===== config.mk =====
export PLATFORM = sky130hd
export DESIGN_NAME = onehot_req_arbiter_4
export DESIGN_NICKNAME = d
export VERILOG_FILES = /design/src/rtl/onehot_req_arbiter_4_pkg.sv /design/src/rtl/onehot_req_arbiter_4_req_sync.sv /design/src/rtl/onehot_req_arbiter_4.sv
export SDC_FILE = /design/constraint.sdc
export NUM_CORES = 1
export LEC_CHECK = 0
export CAP_MARGIN = 20
export CORE_AREA = 4 4 42 44
export CTS_CLUSTER_SIZE = 8
export DETAILED_ROUTE_END_ITERATION = 16
export DIE_AREA = 0 0 46 48
export DONT_BUFFER_PORTS = 1
export PLACE_DENSITY_LB_ADDON = 0.2
export SLEW_MARGIN = 15
export SYNTH_ARGS = -nofsm -noshare
export SYNTH_HDL_FRONTEND = slang
export SYNTH_HIERARCHICAL = 1
export SYNTH_SLANG_ARGS = --single-unit

===== constraint.sdc =====
create_clock -name clk -period 3 [get_ports clk]
set_clock_uncertainty 0.2 [all_clocks]
set_input_delay 0.6 -clock clk [delete_from_list [all_inputs] [get_ports clk]]
set_output_delay 0.6 -clock clk [all_outputs]
set_load 0.02 [all_outputs]

===== src/rtl/onehot_req_arbiter_4_pkg.sv =====
// Shared constants, FSM encoding and channel-selection helpers for the
// 4-channel one-hot request arbiter.
package onehot_req_arbiter_4_pkg;

  localparam int NUM_CH = 4;
  localparam int PTR_W  = 2;

  typedef logic [NUM_CH-1:0] ch_vec_t;
  typedef logic [PTR_W-1:0]  ch_idx_t;

  typedef enum logic {
    ST_IDLE  = 1'b0,
    ST_GRANT = 1'b1
  } arb_state_e;

  // Fixed priority: bit 0 wins; the downward scan leaves the lowest set bit.
  function automatic ch_vec_t pick_fixed(input ch_vec_t p);
    ch_vec_t r;
    r = '0;
    for (int k = NUM_CH - 1; k >= 0; k--) begin
      if (p[k]) begin
        r    = '0;
        r[k] = 1'b1;
      end
    end
    return r;
  endfunction

  function automatic ch_vec_t pick_rr(input ch_vec_t p, input ch_idx_t ptr);
    ch_vec_t r;
    ch_idx_t idx;
    logic    found;
    r     = '0;
    found = 1'b0;
    for (int off = 1; off <= NUM_CH; off++) begin
      idx = ptr + ch_idx_t'(off);
      if (!found && p[idx]) begin
        r[idx] = 1'b1;
        found  = 1'b1;
      end
    end
    return r;
  endfunction

  function automatic ch_idx_t onehot_idx(input ch_vec_t v);
    ch_idx_t idx;
    idx = '0;
    for (int k = 0; k < NUM_CH; k++) begin
      if (v[k]) idx = ch_idx_t'(k);
    end
    return idx;
  endfunction

endpackage


===== src/rtl/onehot_req_arbiter_4_req_sync.sv =====
// One-bit SYNC_STAGES-deep synchroniser followed by a rising-edge detector.
// rise is high for one cycle when the synchronised level goes 0 -> 1.
module onehot_req_arbiter_4_req_sync #(
  parameter int SYNC_STAGES = 2
) (
  input  logic clk,
  input  logic rst,
  input  logic req_async,
  output logic rise
);

  logic [SYNC_STAGES-1:0] sync_q, sync_d;
  logic                   prev_q, prev_d;

  always_comb begin
    sync_d = {sync_q[SYNC_STAGES-2:0], req_async};
    prev_d = sync_q[SYNC_STAGES-1];
  end

  always_ff @(posedge clk or posedge rst) begin
    if (rst) begin
      sync_q <= '0;
      prev_q <= 1'b0;
    end else begin
      sync_q <= sync_d;
      prev_q <= prev_d;
    end
  end

  assign rise = sync_q[SYNC_STAGES-1] & ~prev_q;

endmodule


===== src/rtl/onehot_req_arbiter_4.sv =====
// Sticky-pending request arbiter issuing one registered one-hot grant at a time.
// Define ARB_ROUND_ROBIN_EN for round-robin selection; default is fixed priority.
module onehot_req_arbiter_4
  import onehot_req_arbiter_4_pkg::*;
#(
  parameter int SYNC_STAGES = 2
) (
  input  logic       clk,
  input  logic       rst,
  input  logic [3:0] req,
  input  logic       ack,
  output logic [3:0] I,
  output logic       busy,
  output logic [3:0] pending
);

  // Handshake: a grant is presented on I while busy=1 and held stable until the
  // consumer samples ack=1 in the same cycle; ack outside a grant has no effect.

  ch_vec_t    rise;
  ch_vec_t    pending_q, pending_d;
  ch_vec_t    grant_q, grant_d;
  ch_vec_t    sel;
  arb_state_e state_q, state_d;

  for (genvar k = 0; k < NUM_CH; k++) begin : g_sync
    onehot_req_arbiter_4_req_sync #(
      .SYNC_STAGES(SYNC_STAGES)
    ) u_sync (
      .clk      (clk),
      .rst      (rst),
      .req_async(req[k]),
      .rise     (rise[k])
    );
  end

`ifdef ARB_ROUND_ROBIN_EN
  ch_idx_t ptr_q, ptr_d;

  assign sel = pick_rr(pending_q, ptr_q);

  always_comb begin
    ptr_d = ptr_q;
    if (state_q == ST_IDLE && pending_q != '0) ptr_d = onehot_idx(sel);
  end

  // Pointer resets to the last channel so the first search begins at channel 0.
  always_ff @(posedge clk or posedge rst) begin
    if (rst) ptr_q <= ch_idx_t'(NUM_CH - 1);
    else     ptr_q <= ptr_d;
  end
`else
  assign sel = pick_fixed(pending_q);
`endif

  always_comb begin
    state_d   = state_q;
    grant_d   = grant_q;
    pending_d = pending_q | rise;
    case (state_q)
      ST_IDLE: begin
        if (pending_q != '0) begin
          grant_d = sel;
          state_d = ST_GRANT;
        end else begin
          grant_d = '0;
        end
      end
      ST_GRANT: begin
        // A fresh edge on the granted channel survives the clear.
        if (ack) begin
          pending_d = (pending_q & ~grant_q) | rise;
          grant_d   = '0;
          state_d   = ST_IDLE;
        end
      end
      default: begin
        grant_d = '0;
        state_d = ST_IDLE;
      end
    endcase
  end

  always_ff @(posedge clk or posedge rst) begin
    if (rst) begin
      state_q   <= ST_IDLE;
      grant_q   <= '0;
      pending_q <= '0;
    end else begin
      state_q   <= state_d;
      grant_q   <= grant_d;
      pending_q <= pending_d;
    end
  end

  assign I       = grant_q;
  assign busy    = (state_q == ST_GRANT);
  assign pending = pending_q;

endmodule


==> results of run 1 <==
## worst reg2reg max path, cell delays in order (launching register included)
cell	delay [ns]
dfrtp_1	0.58
or4b_1	0.58
o21ai_1	0.08
## how the worst max path moves through the flow
| stage | from | endpoint | slack (ns) | cells past startpoint |
|---|---|---|---|---|
| detailed placement | busy | I[2] | 1.51 | 2 |
| finish | busy | busy | 1.24 | 0 |
| global route | busy | busy | 1.17 | 0 |
| global placement | busy | I[2] | 1.54 | 2 |
| CTS | busy | busy | 1.22 | 0 |
| floorplan | busy | busy | 1.64 | 3 |
## layout make-up
| type | instances | share of cell area |
|---|---|---|
| inverter | 7 | 0.0331 |
| tap | 16 | 0.0252 |
| clock buffer | 4 | 0.0331 |
| sequential | 21 | 0.661 |
| timing repair buffer | 1 | 0.0126 |
| multi-input combinational | 23 | 0.235 |
## state kept, by name (all words and copies together), names as in the netlist
name and cells:
busy 1, g_sync.u_sync/sync_q 8, I 4, g_sync.u_sync/prev_q 4
pending 4
## power by group
group          total [W]  internal (W)  switching [W]  leakage [nW]
combinational  0.0000248     0.0000141      0.0000107         0.112
sequential      0.000331      0.000300      0.0000310         0.242
clock           0.000124     0.0000516      0.0000723        0.0150
## cell families after synthesis
group / after synthesis / share of synthesized area
compound gates: 9 / 0.0960
simple gates: 14 / 0.155
buf+inv: 8 / 0.0421
flops: 21 / 0.707
## through the flow
step / utilization / worst slack [ns] / cells / hold slack (ns)
floorplan: - / 1.64 / 52 / 0.131
global placement: 0.528 / 1.54 / 67 / 0.134
detailed placement: 0.528 / 1.51 / 67 / 0.136
CTS: 0.553 / 1.22 / 72 / 0.113
global route: 0.553 / 1.17 / 72 / 0.100
finish: 0.553 / 1.24 / 72 / 0.129
## layer usage
metal	up-vias	part of all wire
met2	21	0.48
met3	2	0.087
met4	0	0.0048
met5	-	0
li1	178	-
met1	191	0.43
## placed cells by master (no fill, tap or decap), drive strengths merged
master,n
a22oi,1
inv,7
clkbuf,4
a22o,2
dlygate4sd3,1
o2bb2ai,1
nand3,4
o21ai,1
nor2b,5
nor2,1
nand2,2
a21o,4
or4b,1
nor4,1
dfrtp,21
## what timing repair did
item,4_1_cts,5_1_grt
setup endpoints to repair,0,0
hold buffers,1,0
hold endpoints to repair,21,0
==> reports/results.tsv, run 1 <==
stage	metric	value	unit
worst_setup_path	rr_startpoint	busy	
sta	hold_viol	0	
clocking	max-clock-path-buffers	2	
synth	synth_area_leaders	dfrtp_1, nor2b_4, inv_1, a21o_1, nand3_1	
worst_hold_path	whs_endpoint	g_sync[2].u_sync/sync_q[0]	
global_routing	track_usage	0.120	
place	placedInstanceArea	758	sq um
global_routing	met3_usage	0.0263	
synth	dominantRegCellSynth	dfrtp_1	
worst_setup_path	timing.rr.end	I[2]	
cells_and_area	final-seq-area	526	sq um
cells_and_area	nets	64	
clocking	clock_sinks	21	
synth	syn-cell-area	743	sq um
synth	avgSynthCellArea	14.3	sq um
global_routing	overflow	0	
worst_setup_path	cp_max_fo	13	
global_routing	grt_pass1_vias	443	
synth	synth_top_area_share	0.707	
floorplanning	row_count	14	
worst_hold_path	min_path_type	in2reg	
synth	synth_warnings	6	
clocking	cts_resized	0	
global_routing	gr-max-usage-layer	met2	
power	power.density	604	nW/um^2
sta	maxSlewHeadroom	0.661	
clocking	cts_tree	yes	
synth	synthCells	52	
sta	finalMaxSlewViolations	0	
sta	worst_pin_slew	0.508	ns
route	drt-initial-drc-count	3	
clocking	post_cts_buffers	0	
global_routing	gr-usage-met1	0.153	
sta	max_freq	568	MHz
flow_run	max-cap-violations	0	
synth	synthArstFlopShare	1.00	
route	post_drt_wl_per_cell	14.4	um
sta	setup_viol	0	
route	dr.pass1.iters	4	
place	hpwl	818	um
sta	min_period_over_period	0.587	
place	gp_congestion	0.716	
worst_setup_path	endpoint_kind	primary output	
route	wl	1.04	mm
power	power	0.000480	W
worst_setup_path	required	2.20	ns
floorplanning	fp.dieW	46	um
clocking	root_buffer	clkbuf_4	
clocking	cts_buffers	3	
outcome	status	finished, final reports clean	
floorplanning	start_util	0.517	
worst_setup_path	crit_arrival	0.96	ns
synth	ys_ff_latch	21	
worst_setup_path	timing.reg2reg.setup_slack	1.49	ns
synth	seq_area_frac_synth	0.707	
global_routing	antenna_found_initial	0	
place	numPortBuffers	0	
cells_and_area	diodes	0	
worst_setup_path	cp-start-kind	flip-flop	
synth	synth_nets	59	
synth	synth_top_area_cell	dfrtp_1	
global_routing	grt_use_met2	0.187	
route	drtAntennaViolNets	0	
clocking	insertion_delay	0.29	ns
power	ir_drop	0.266	mV
cells_and_area	stdcell_area	795	sq um
global_routing	grt_pass1_wl	1.84	mm
cells_and_area	multi_input_area	186	sq um
worst_setup_path	r2r_cells	2	
route	via_per_inst	5.44	
synth	synth_edf_count	0	
route	vias	392	
synth	ys_top_cells_by_count	dfrtp_1, inv_1, nand3_1, nor2b_4, a21o_1	
worst_setup_path	worstSetupPathType	reg2out	
route	drc	0	
floorplanning	dieArea	2210	sq um
sta	fin_setup_tns	0	ns
worst_hold_path	hold_start	req[2]	
sta	rsz0062_at_grt	false	
clocking	htreeDepth	1	
cells_and_area	num-fill-cells	122	
worst_hold_path	min_path_cells	0	
clocking	clk_pin_slew_worst_paths	0.10	ns
floorplanning	ioPinCount	16	
floorplanning	die_y	48	um
power	p_leak	0.369	nW
cells_and_area	syn_to_final_growth	6.90	%
synth	synth_most_common_cell	dfrtp_1	
cells_and_area	final_layout_size_suffix_gt1_frac	0.179	
synth	ys_types	17	
floorplanning	coreArea	1440	sq um
sta	min_period	1.76	ns
global_routing	grt_max_degree	14	
No activity file was read; power rests on OpenSTA's default activity.
==> inputs of run 2 (changes only) <==
--- a/config.mk
+++ b/config.mk
@@ -6,10 +6,10 @@
 export NUM_CORES = 1
 export LEC_CHECK = 0
 export CAP_MARGIN = 20
-export CORE_AREA = 4 4 42 44
+export CORE_AREA = 4 4 44 46
 export CTS_CLUSTER_SIZE = 8
 export DETAILED_ROUTE_END_ITERATION = 16
-export DIE_AREA = 0 0 46 48
+export DIE_AREA = 0 0 48 50
 export DONT_BUFFER_PORTS = 1
 export PLACE_DENSITY_LB_ADDON = 0.2
 export SLEW_MARGIN = 15
==> constraint.sdc (replaced) <==
create_clock -name clk -period 1.5 [get_ports clk]
set_clock_uncertainty 0.2 [all_clocks]
set_input_delay 0.3 -clock clk [delete_from_list [all_inputs] [get_ports clk]]
set_output_delay 0.3 -clock clk [all_outputs]
set_load 0.02 [all_outputs]
==> reports/results.tsv, run 2 (synthesis results as in run 1) <==
stage	metric	value	unit	change
floorplanning	row_count	14		unchanged
sta	maxSlewHeadroom	0.770		+0.109
route	via_per_inst	4.99		-8.4%
sta	min_period	1.40	ns	
power	power.density	1110	nW/um^2	+84%
power	p_leak	0.420	nW	+14%
worst_setup_path	cp-start-kind	flip-flop		
route	vias	419		+6.9%
cells_and_area	final-seq-area	527	sq um	+0.24%
outcome	status	finished, final reports clean		
global_routing	antenna_found_initial	0		unchanged
worst_setup_path	path_buf_inv	1		
sta	min_period_over_period	0.934		
route	drt-initial-drc-count	5		+2
sta	rsz0062_at_grt	false		
place	numPortBuffers	0		unchanged
place	hpwl	908	um	+11%
floorplanning	fp.dieW	48	um	+4.3%
floorplanning	ioPinCount	16		unchanged
clocking	htreeDepth	1		unchanged
cells_and_area	largest_reg_flops	8		unchanged
worst_setup_path	critPathSlowestCell	dfrtp_2		
worst_setup_path	crit_start	busy		
worst_setup_path	cp_max_fo	7		-6
worst_setup_path	rr_startpoint	busy		
worst_setup_path	required	1.00	ns	-1.20 ns
sta	max_freq	714	MHz	
global_routing	grt_pass1_wl	2.12	mm	+15%
floorplanning	coreArea	1510	sq um	+4.9%
worst_setup_path	max_stage_delay	0.43	ns	
global_routing	track_usage	0.127		+0.00703
route	drc	0		unchanged
power	ir_drop	0.551	mV	+110%
cells_and_area	syn_to_final_growth	21.2	%	
cells_and_area	final_util	0.598		+0.0449
sta	hold_viol	0		unchanged
clocking	insertion_delay	0.29	ns	about the same
floorplanning	start_util	0.493		-0.0241
worst_setup_path	crit_chain	buf_4		
route	dr.pass1.iters	3		-1
worst_hold_path	min_path_type	in2reg		
cells_and_area	layout_commonest_cell	dfrtp_1		
clocking	cts_buffers	3		unchanged
sta	finalMaxSlewViolations	0		unchanged
route	wl	1.19	mm	+15%
worst_setup_path	crit_family	flip-flops		
cells_and_area	most-common-layout-cells	dfrtp_1, inv_1, dlygate4sd3_1		
cells_and_area	diodes	0		unchanged
global_routing	grt_max_degree	12		-2
cells_and_area	num-fill-cells	126		+3.3%
global_routing	overflow	0		unchanged
clocking	cts_tree	yes		
worst_hold_path	hold_start	ack		
cells_and_area	nets	76		+19%
cells_and_area	final_layout_size_suffix_gt1_frac	0.250		+0.0714
sta	worst_pin_slew	0.344	ns	-0.164 ns
clocking	clock_sinks	21		unchanged
clocking	max-clock-path-buffers	2		unchanged
worst_setup_path	worstSetupPathType	reg2out		
clocking	root_buffer	clkbuf_4		
worst_setup_path	endpoint_kind	primary output		
route	drtAntennaViolNets	0		unchanged
sta	setup_viol	0		unchanged
floorplanning	dieArea	2400	sq um	+8.7%
worst_setup_path	crit_arrival	0.90	ns	-0.06 ns
sta	fin_setup_tns	0	ns	unchanged
place	gp_congestion	0.765		+6.8%
clocking	clk_pin_slew_worst_paths	0.11	ns	about the same
floorplanning	die_y	50	um	+4.2%
flow_run	max-cap-violations	0		unchanged
cells_and_area	regMostFlops	g_sync.u_sync/sync_q		
route	post_drt_wl_per_cell	14.2	um	-1.3%
cells_and_area	multi_input_area	186	sq um	unchanged
global_routing	grt_pass1_vias	492		+11%
==> run 2: cell types whose count changed in the layout (fill, tap and decap cells not counted), sizes merged <==
cell         delta
buf             +6
dlygate4sd3     +6
==> run 2: area by class of cell <==
type,count,area share
Clock buffer,4,0.0292
Inverter,7,0.0292
Multi-Input combinational cell,23,0.207
Sequential cell,21,0.585
Tap cell,16,0.0222
Timing Repair Buffer,13,0.128
==> run 2: timing repair <==
action / in CTS / in global routing
hold buffers: 6 / 1
buffers inserted: 0 / 2
setup endpoints to repair: 0 / 2
gates resized for setup: 0 / 1
hold endpoints to repair: 30 / 1
==> run 2: path summary, 6_finish.rpt <==
| path | end | slack, ns | cells after the start |
|---|---|---|---|
| max | busy | 0.1 | 1 |
| min | pending[0] | 0.03 | 2 |
| max reg2reg | I[2] | 0.14 | 2 |
| min reg2reg | g_sync[0].u_sync/sync_q[1] | 0.16 | 0 |
| max in group asynchronous | busy | 0.53 | 2 |
| min in group asynchronous | g_sync[2].u_sync/sync_q[0] | 0.20 | 2 |
==> run 2: layer usage <==
layer	routed length [um]	vias to the layer above	GRT usage
li1	-	203	-
met1	508	202	0.152
met2	571	12	0.203
met3	99	2	0.0255
met4	12	0	0.0673
met5	0	-	0
==> run 2: metrics by stage <==
step / total power, W / cells / hold slack, ns / instance area (sq um) / setup WS [ns]
3_3_place_gp: 0.000734 / 71 / -0.142 / 788 / 0.208
5_1_grt: 0.00107 / 84 / 0.00583 / 901 / 0.0388
6_report: 0.00100 / 84 / 0.0305 / 901 / 0.0985
4_1_cts: 0.00101 / 81 / 0.00668 / 875 / 0.0155
2_1_floorplan: 0.000707 / 52 / -0.146 / 743 / 0.139
3_5_place_dp: 0.000740 / 71 / -0.138 / 788 / 0.113
==> run 2: where the power goes <==
group | switching (W) | internal (W) | leakage [nW] | total [W]
Clock | 0.000148 | 0.000103 | 0.0150 | 0.000251
Sequential | 0.0000367 | 0.000601 | 0.241 | 0.000638
Combinational | 0.0000558 | 0.0000566 | 0.164 | 0.000112
==> run 2: worst register-to-register path: cells and delay by family, from the launching register on <==
family / cells / cell delay [ns]
compound gates: 1 / 0.12
flops: 1 / 0.43
simple gates: 1 / 0.53
